<file path="config.mk">
export PLATFORM = sky130hd
export DESIGN_NAME = s100_io_port_responder
export DESIGN_NICKNAME = d
export VERILOG_FILES = /design/src/rtl/s100_io_port_responder.sv
export SDC_FILE = /design/constraint.sdc
export NUM_CORES = 1
export LEC_CHECK = 0
export BUFFER_PORTS_ARGS = -buffer_cell sky130_fd_sc_hd__buf_4
export CAP_MARGIN = 20
export CORE_MARGIN = 1
export CORE_UTILIZATION = 50
export CTS_BUF_LIST = sky130_fd_sc_hd__clkbuf_4 sky130_fd_sc_hd__clkbuf_8
export CTS_CLUSTER_SIZE = 30
export DETAILED_ROUTE_END_ITERATION = 6
export GPL_TIMING_DRIVEN = 0
export HOLD_SLACK_MARGIN = 0.08
export PLACE_DENSITY_LB_ADDON = 0.25
export SLEW_MARGIN = 25
export SYNTH_ARGS = -nofsm -noshare
export SYNTH_HDL_FRONTEND = slang
export SYNTH_SLANG_ARGS = --single-unit
</file>
<file path="constraint.sdc">
create_clock -name clk -period 2.7 [get_ports clk]
set_clock_uncertainty 0.15 [all_clocks]
set_input_delay 0.54 -clock clk [delete_from_list [all_inputs] [get_ports clk]]
set_output_delay 0.54 -clock clk [all_outputs]
set_load 0.02 [all_outputs]
</file>
<file path="src/rtl/s100_io_port_responder.sv">
// S-100 I/O slave decoding four ports at PORT_BASE; pSYNC pin to DECODE in 3 clk, then WAIT_CYCLES of RDY low.
// Backpressure on the bus is RDY only; a stalled strobe phase aborts after TIMEOUT clk and sets the sticky tmo flag.
module s100_io_port_responder #(
    parameter logic [7:0] PORT_BASE   = 8'h40,
    parameter int         WAIT_CYCLES = 2,
    parameter int         TIMEOUT     = 255
) (
    input  logic        clk,
    input  logic        n_reset,
    input  logic [15:0] s100_adr,
    input  logic        s100_pSYNC,
    input  logic        s100_pDBIN,
    input  logic        s100_n_pWR,
    input  logic        s100_sINP,
    input  logic        s100_sOUT,
    input  logic [7:0]  s100_DO,
    output logic [7:0]  s100_DI,
    output logic        s100_DI_oe,
    output logic        s100_rdy,
    input  logic [7:0]  switchIn,
    output logic [7:0]  portLatch,
    output logic        writeStrobe
);

    typedef enum logic [2:0] {
        S_IDLE,
        S_DECODE,
        S_WAIT,
        S_READ,
        S_WRITE,
        S_DONE
    } state_t;

    localparam logic [3:0] WAIT_LOAD = 4'((WAIT_CYCLES == 0) ? 0 : WAIT_CYCLES - 1);
    localparam logic [3:0] WAIT_ID   = 4'(WAIT_CYCLES);
    localparam logic [7:0] TMO_LAST  = 8'(TIMEOUT - 1);

    state_t      r_state;
    logic [4:0]  r_sync1;
    logic [4:0]  r_sync2;
    logic        r_psync_d;
    logic        r_pdbin_d;
    logic [1:0]  r_port;
    logic        r_is_rd;
    logic [3:0]  r_wcnt;
    logic [7:0]  r_tcnt;
    logic [7:0]  r_cnt;
    logic        r_tmo;
    logic [7:0]  r_di;
    logic        r_di_oe;
    logic        r_rdy;
    logic [7:0]  r_latch;
    logic        r_wstrobe;

    logic        w_psync_rise;
    logic        w_pdbin;
    logic        w_pdbin_fall;
    logic        w_npwr;
    logic        w_sinp;
    logic        w_sout;
    logic        w_adr_hit;
    logic        w_match;
    logic [7:0]  w_rd_mux;
    logic        w_unused;

    // Synchronizer bit order: {sOUT, sINP, n_pWR, pDBIN, pSYNC}
    assign w_psync_rise = r_sync2[0] & ~r_psync_d;
    assign w_pdbin      = r_sync2[1];
    assign w_pdbin_fall = ~r_sync2[1] & r_pdbin_d;
    assign w_npwr       = r_sync2[2];
    assign w_sinp       = r_sync2[3];
    assign w_sout       = r_sync2[4];
    assign w_adr_hit    = (s100_adr[7:2] == PORT_BASE[7:2]);
    assign w_match      = w_adr_hit & (w_sinp ^ w_sout);
    assign w_unused     = ^s100_adr[15:8];

    always_comb begin
        w_rd_mux = 8'h00;
        case (s100_adr[1:0])
            2'd0:    w_rd_mux = r_latch;
            2'd1:    w_rd_mux = switchIn;
            2'd2:    w_rd_mux = {WAIT_ID, 3'b000, r_tmo};
            default: w_rd_mux = r_cnt;
        endcase
    end

    always_ff @(posedge clk) begin
        if (!n_reset) begin
            r_state   <= S_IDLE;
            r_sync1   <= 5'b00100;
            r_sync2   <= 5'b00100;
            r_psync_d <= 1'b0;
            r_pdbin_d <= 1'b0;
            r_port    <= 2'd0;
            r_is_rd   <= 1'b0;
            r_wcnt    <= 4'd0;
            r_tcnt    <= 8'd0;
            r_cnt     <= 8'd0;
            r_tmo     <= 1'b0;
            r_di      <= 8'h00;
            r_di_oe   <= 1'b0;
            r_rdy     <= 1'b1;
            r_latch   <= 8'h00;
            r_wstrobe <= 1'b0;
        end else begin
            r_sync1   <= {s100_sOUT, s100_sINP, s100_n_pWR, s100_pDBIN, s100_pSYNC};
            r_sync2   <= r_sync1;
            r_psync_d <= r_sync2[0];
            r_pdbin_d <= r_sync2[1];
            r_wstrobe <= 1'b0;

            case (r_state)
                S_IDLE: begin
                    if (w_psync_rise) begin
                        r_state <= S_DECODE;
                        // Load read data early so DI settles a clock before DI_oe rises
                        if (w_match && w_sinp) begin
                            r_di <= w_rd_mux;
                        end
                    end
                end
                S_DECODE: begin
                    if (w_match) begin
                        r_port  <= s100_adr[1:0];
                        r_is_rd <= w_sinp;
                        r_tcnt  <= 8'd0;
                        r_wcnt  <= WAIT_LOAD;
                        r_di_oe <= w_sinp;
                        if (WAIT_CYCLES == 0) begin
                            r_state <= w_sinp ? S_READ : S_WRITE;
                        end else begin
                            r_state <= S_WAIT;
                            r_rdy   <= 1'b0;
                        end
                    end else begin
                        r_state <= S_IDLE;
                    end
                end
                S_WAIT: begin
                    if (r_wcnt == 4'd0) begin
                        r_rdy   <= 1'b1;
                        r_state <= r_is_rd ? S_READ : S_WRITE;
                    end else begin
                        r_wcnt <= r_wcnt - 4'd1;
                    end
                end
                S_READ: begin
                    if (w_pdbin_fall) begin
                        r_di_oe <= 1'b0;
                        r_cnt   <= r_cnt + 8'd1;
                        r_state <= S_DONE;
                    end else if (r_tcnt == TMO_LAST) begin
                        r_di_oe <= 1'b0;
                        r_tmo   <= 1'b1;
                        r_state <= S_IDLE;
                    end else begin
                        r_tcnt <= r_tcnt + 8'd1;
                    end
                end
                S_WRITE: begin
                    if (!w_npwr) begin
                        r_state <= S_DONE;
                        r_cnt   <= r_cnt + 8'd1;
                        case (r_port)
                            2'd0: begin
                                r_latch   <= s100_DO;
                                r_wstrobe <= 1'b1;
                            end
                            2'd2: begin
                                if (s100_DO[0]) begin
                                    r_tmo <= 1'b0;
                                end
                            end
                            2'd3:    r_cnt <= s100_DO;
                            default: ;
                        endcase
                    end else if (r_tcnt == TMO_LAST) begin
                        r_tmo   <= 1'b1;
                        r_state <= S_IDLE;
                    end else begin
                        r_tcnt <= r_tcnt + 8'd1;
                    end
                end
                S_DONE: begin
                    if (!w_pdbin && w_npwr) begin
                        r_state <= S_IDLE;
                    end
                end
                default: r_state <= S_IDLE;
            endcase
        end
    end

    assign s100_DI     = r_di;
    assign s100_DI_oe  = r_di_oe;
    assign s100_rdy    = r_rdy;
    assign portLatch   = r_latch;
    assign writeStrobe = r_wstrobe;

endmodule

</file>
==> metrics.csv, run 1 <==
metric;value;unit
status;finished, final reports clean;
Mapped Area;2770;sq um
Total GRT Usage;24.3;%
maximum capacitance violations;0;
DR iter-0 viols;305;
vias in the first global route;2390;
Avg Cell Area, Syn;8.85;sq um
met1 GRT Util;32.8;%
row count;26;
post-synthesis instance total;313;
dominant synthesized flop cell;dfxtp_1;
drt pass-1 iters;5;
worst skew pair latency;340;ps
ys async rst share;0;%
Slew Viols, Final;0;
worst-path maximum fanout;10;
Initial Util;52.9;%
CTS Sinks;58;
Max Fclk;389;MHz
TritonCTS buffer count;9;
vias per inst;5.58;
die extent in y;76.5;um
Core Area;5240;sq um
type of the most critical hold path;input port to flip-flop;
postcts setup bufs;0;
Pleak;1.34;nW
RSZ-0062 raised after global routing;false;
Seq/Total Area, Yosys;41.9;%
Final period util;95.1;%
# H-tree levels;3;
DIE WIDTH;76.5;um
Filler Cells Inserted;434;
crit path kind;flip-flop to flip-flop;
placed wire-length estimate;4830;um
area share of the largest cell type after synthesis;41.9;%
clk slew on worst S/H paths;60;ps
Hold Vio Cnt, Final;0;
dominant cells by area after synthesis;dfxtp_1 42%, mux2i_1 6.1%, nor2_1 4.6%;
I/O Buffers;49;
YS warnings;0;
post-layout util;66.1;%
drt wl/cell;14.8;um
GR peak layer;met2;
CP Launch Type;flip-flop;
PwrDens;520;nW/um^2
Die ar.;5840;sq um
Inserted Diodes;0;
drt total wl;6620;um
global route overflow;0;
Area Growth Syn to Fin;24.8;%
CP arrival;2680;ps
WHS;234;ps
TritonCTS clock tree;yes;
VDD IR-drop max;0.486;mV
Setup WS pre-CTS;-148;ps
final setup margin;131;ps
Final #Nets;417;
Relative slew margins;49.8;%
post-route antenna net violation count;0;
Placer Congestion;0.891;
CTS Buffer Depth;2;
minimum clock period;2570;ps
IO Pins;58;
root buffer cell;clkbuf_8;
actual slew at the worst max-slew pin;744;ps
DR DRC count;0;
met2 Usage GRT;35.8;%
library cells used by synthesis;52;
DR vias;2494;
area leader, netlist;dfxtp_1;
synthesized flop and latch total;58;
Power Total;1.80;mW
first-pass GRT wire length;11100;um
layout cells sized above 1;24.1;%
met3 usage;7.54;%
Crit path required time;2810;ps
setup violators final;0;
register area;1160;sq um
initial antenna violation count;0;
pin count of the biggest net entering global routing;11;
crit path capture type;flip-flop;
EDFF count, synth;0;
footprint of the multi-input gates;1520;sq um
Synthesized Nets;357;
[power breakdown]
group / switching (mW) / total, mW / internal (mW)
logic: 0.0475 / 0.0983 / 0.0507
registers: 0.00497 / 0.869 / 0.864
clock network: 0.327 / 0.833 / 0.505
[what timing repair did]
item | CTS | global route
resized for setup | 1 | 3
endpoints found under the hold margin | 0 | 0
hold buffers | 0 | 0
endpoints found under the setup margin | 8 | 15
[worst paths after layout]
kind | from | endpoint | depth (start not counted) | slack [ps]
worst max-delay path | r_state[0]$_SDFFE_PN0P_ | r_tcnt[6]$_SDFFE_PN0P_ | 7 | 130
worst min-delay path | s100_n_pWR | r_sync1[2]$_SDFF_PN1_ | 2 | 230
worst max register to register | r_state[0]$_SDFFE_PN0P_ | r_tcnt[6]$_SDFFE_PN0P_ | 7 | 130
worst min register to register | r_sync1[2]$_SDFF_PN1_ | r_sync2[2]$_SDFF_PN1_ | 1 | 260
[final cells by class]
type	count	share of cell area [%]
multi-input combinational	232	44.1
sequential	58	33.6
timing repair buffer	49	10.6
clock buffer	13	4.99
buffer	17	2.57
tap	70	2.53
clock inverter	2	1.01
inverter	6	0.651
[sequential cells by signal, indices dropped and copies added, names as in the netlist, 2 cells and up]
signal	cells
portLatch	8
r_cnt	8
r_port	2
r_state	3
r_sync1	5
r_sync2	5
r_tcnt	8
r_wcnt	4
s100_DI	8
[layout by cell type, fill, tap and decap left out, types with 2 or more instances in the layout]
| cell | synthesis | final |
|---|---|---|
| nor4_1 | 2 | 2 |
| o211ai_1 | 2 | 2 |
| mux2i_1 | 17 | 17 |
| a31oi_1 | 3 | 3 |
| nand4_1 | 4 | 4 |
| nand3_1 | 10 | 10 |
| inv_1 | 6 | 6 |
| nor2b_1 | 3 | 3 |
| nand2b_1 | 6 | 6 |
| mux2_2 | 8 | 8 |
| o21ai_0 | 16 | 15 |
| ha_1 | 5 | 5 |
| o21bai_1 | 2 | 2 |
| nor2_1 | 34 | 33 |
| a211oi_1 | 7 | 7 |
| buf_4 | 0 | 49 |
| or4_1 | 3 | 3 |
| or3b_2 | 3 | 3 |
| or2_2 | 3 | 3 |
| buf_1 | 2 | 2 |
| and3_1 | 4 | 4 |
| or3_1 | 3 | 3 |
| o22ai_1 | 3 | 3 |
| nor3_1 | 11 | 9 |
| clkbuf_1 | 12 | 12 |
| nor3b_1 | 3 | 3 |
| and2_1 | 10 | 10 |
| buf_6 | 2 | 2 |
| dfxtp_1 | 58 | 58 |
| clkbuf_8 | 1 | 13 |
| a22oi_1 | 7 | 7 |
| nand2_1 | 23 | 23 |
| o31ai_1 | 3 | 3 |
| a21oi_1 | 18 | 18 |
[cell usage after synthesis (all sizes together), types with 2 or more instances]
cell type / count
nor2: 34
nand3: 10
clkbuf: 13
a211oi: 7
o21ai: 16
a31oi: 3
or3: 3
a22oi: 7
nor2b: 3
o21bai: 2
nor4: 2
nand4: 4
nor3b: 3
o31ai: 3
or3b: 3
inv: 6
dfxtp: 58
nand2b: 6
and3: 4
and2: 11
mux2i: 17
ha: 5
buf: 4
o22ai: 3
nor3: 11
mux2: 8
o211ai: 2
or2: 3
a21oi: 18
or4: 4
nand2: 23
[per-layer routing]
metal / share of wire, % / up-vias
li1: - / 1246
met3: 6.5 / 7
met4: 1.3 / 0
met1: 47 / 1148
met2: 45 / 93
met5: 0 / -
[stage by stage]
stage          cell area [sq um]  cells  setup TNS, ps
2_1_floorplan               2770    313              0
3_3_place_gp                3230    432           -713
3_5_place_dp                3230    432          -1710
4_1_cts                     3440    447              0
5_1_grt                     3460    447              0
6_report                    3460    447              0
[kinds of logic (layout without fill, tap and decap cells)]
| family | count (synthesis) | count (layout) | share of synthesized area, % |
|---|---|---|---|
| adder cells (fa/ha/maj) | 5 | 5 | 2.26 |
| XOR/XNOR | 1 | 1 | 0.316 |
| buffers and inverters | 23 | 87 | 4.02 |
| AO/OA/AOI/OAI | 70 | 70 | 16.5 |
| AND/OR/NAND/NOR | 130 | 130 | 24.8 |
| flip-flops | 58 | 58 | 41.9 |
| multiplexers | 26 | 26 | 10.2 |
[worst max-delay path, cell delays in order, from the launching register on]
cell and delay (ps):
dfxtp_1 390, or3b_2 460, or4_4 540, buf_6 160, a21boi_4 140, buf_6 160, or3_1 350, a21oi_1 140
Note: power is estimated with default switching activity, not from simulation.
==> run 2: changes to the inputs <==
--- a/config.mk
+++ b/config.mk
@@ -5,6 +5,7 @@
 export SDC_FILE = /design/constraint.sdc
 export NUM_CORES = 1
 export LEC_CHECK = 0
+export ABC_AREA = 1
 export BUFFER_PORTS_ARGS = -buffer_cell sky130_fd_sc_hd__buf_4
 export CAP_MARGIN = 20
 export CORE_MARGIN = 1
==> run 2 against run 1 <==
- synthesized area up 2.0%
- combinational power up 21%
- design area down 0.36%
- global-route usage down 0.48 points
- fmax up 38%
- critical endpoint is now portLatch[5]$_SDFFE_PN0P_
- largest power group unchanged
==> metrics.csv, run 2 <==
metric;value;unit
Synthesized Nets;456;
Final period util;69.1;%
Cell Chain, Critical Path;nor2_2, nand3_1, nor3_2, inv_2, nor2_1, nor2_1;
Die ar.;5960;sq um
EDFF count, synth;0;
PwrDens;488;nW/um^2
dominant cells by area after synthesis;dfxtp_1 41%, nand2_1 12%, nor2_1 9.0%;
Core Area;5470;sq um
Relative slew margins;63.2;%
Pleak;1.62;nW
Max Fclk;536;MHz
area leader, netlist;dfxtp_1;
vias per inst;5.05;
kind of cell adding the most delay to the critical path;simple AND/OR/NAND/NOR gates;
worst-path maximum fanout;9;
Critical Path Slowest Stage Cell;nor3_2;
DR iter-0 viols;139;
root buffer cell;clkbuf_8;
met3 wire length;280;um
post-synthesis instance total;412;
drt wl/cell;12.1;um
Avg Cell Area, Syn;6.86;sq um
met2 WL;2970;um
Crit path required time;2780;ps
wl on met1;3260;um
maximum capacitance violations;0;
Initial Util;51.6;%
Power Total;1.68;mW
crit path kind;flip-flop to flip-flop;
ys async rst share;0;%
pin count of the biggest net entering global routing;11;
Slew Viols, Final;0;
CP arrival;1950;ps
most frequent cells in the layout;91 x nand2_1, 68 x nor2_1, 58 x dfxtp_1;
placed wire-length estimate;4910;um
Total GRT Usage;23.9;%
# H-tree levels;3;
area share of the largest cell type after synthesis;41.1;%
setup violators final;0;
hold_buf cts;0;
crit path buf inv count;1;
IO Pins;58;
TritonCTS clock tree;yes;
drt total wl;6640;um
DIE WIDTH;77.2;um
worst skew pair latency;340;ps
synthesized flop and latch total;58;
most common cell after layout, fill and taps aside;nand2_1;
CP Launch Type;flip-flop;
most frequent cell after synthesis;nand2_1;
RSZ-0062 raised after global routing;false;
Hold Vio Cnt, Final;0;
Area Growth Syn to Fin;22.0;%
CTS Sinks;58;
Filler Cells Inserted;556;
row count;27;
post-route insts no fill;547;
die extent in y;77.2;um
FF-to-FF setup slack;830;ps
actual slew at the worst max-slew pin;548;ps
initial antenna violation count;0;
vias in the first global route;2444;
type of the most critical hold path;input port to flip-flop;
minimum clock period;1870;ps
max incr delay on CP;460;ps
Placer Congestion;0.859;
first-pass GRT wire length;11100;um
Placed Cells;533;
library cells used by synthesis;34;
YS warnings;0;
Fin Setup TNS;0;ps
post-route antenna net violation count;0;
DR DRC count;0;
top cells by count, synth;91 x nand2_1, 68 x nor2_1, 58 x dfxtp_1, 46 x inv_1, 29 x a21oi_1;
DR vias;2765;
Mapped Area;2830;sq um
Crit path top cell by count;nor2_1;
crit path capture type;flip-flop;
clk slew on worst S/H paths;60;ps
WHS;232;ps
VDD IR-drop max;0.357;mV
global route overflow;0;
drt pass-1 iters;4;
status;finished, final reports clean;
CTS Buffer Depth;2;
layout cells sized above 1;17.1;%
Seq/Total Area, Yosys;41.1;%
dominant synthesized flop cell;dfxtp_1;
Resized cells post-CTS;0;
Inserted Diodes;0;
postcts setup bufs;0;
Highest Signal Layer;met4;
Final #Nets;516;
I/O Buffers;49;
TritonCTS buffer count;9;
run 2: worst paths after layout:
check                     startpoint                         to  cells past startpoint
max          r_state[1]$_SDFFE_PN0P_  portLatch[5]$_SDFFE_PN0P_                      6
min                       s100_pDBIN      r_sync1[1]$_SDFF_PN0_                      3
max reg2reg  r_state[1]$_SDFFE_PN0P_  portLatch[5]$_SDFFE_PN0P_                      6
min reg2reg    r_sync1[0]$_SDFF_PN0_      r_sync2[0]$_SDFF_PN0_                      2
run 2: logic make-up (layout without fill, tap and decap cells):
kind of cell	count (synthesis)	in the layout	synth area share [%]
AOI/OAI and AO/OA	74	74	14.7
xor gates and xnor gates	8	8	2.48
adders and majority gates	5	5	2.21
buffers and inverters	59	122	8.10
DFF	58	58	41.1
muxes	3	3	1.06
and+or+nand+nor	205	205	30.3
run 2: where the power goes:
part / internal (mW) / switching, mW
sequential: 0.867 / 0.00624
clock: 0.354 / 0.334
combinational: 0.0528 / 0.0665
total: 1.27 / 0.407
run 2: stage by stage:
stage	worst slack, ps	cell area (sq um)	utilization [%]
global placement	793	3280	60.0
detailed placement	773	3280	60.0
global route	646	3450	63.0
CTS	886	3450	63.0
finish	833	3450	63.0
floorplan	1090	2830	-
run 2: cell type report:
class | count | area [sq um] | area share, %
multi-input combinational | 295 | 1440 | 41.7
sequential | 58 | 1160 | 33.7
tap | 72 | 90.1 | 2.61
clock inverter | 3 | 17.5 | 0.508
clock buffer | 11 | 145 | 4.21
timing repair buffer | 49 | 368 | 10.7
buffer | 9 | 41.3 | 1.20
inverter | 50 | 188 | 5.44
run 2: tightest hold or removal path, delay by kind of cell:
family	cells	cell delay [ps]
buffers and inverters	2	120
AND/OR/NAND/NOR	1	40
run 2: layer usage:
metal  track usage, %  vias up
met3             5.83       13
met2             35.5       55
met1             31.5     1246
met4             13.0        0
met5                0        -
li1                 -     1451
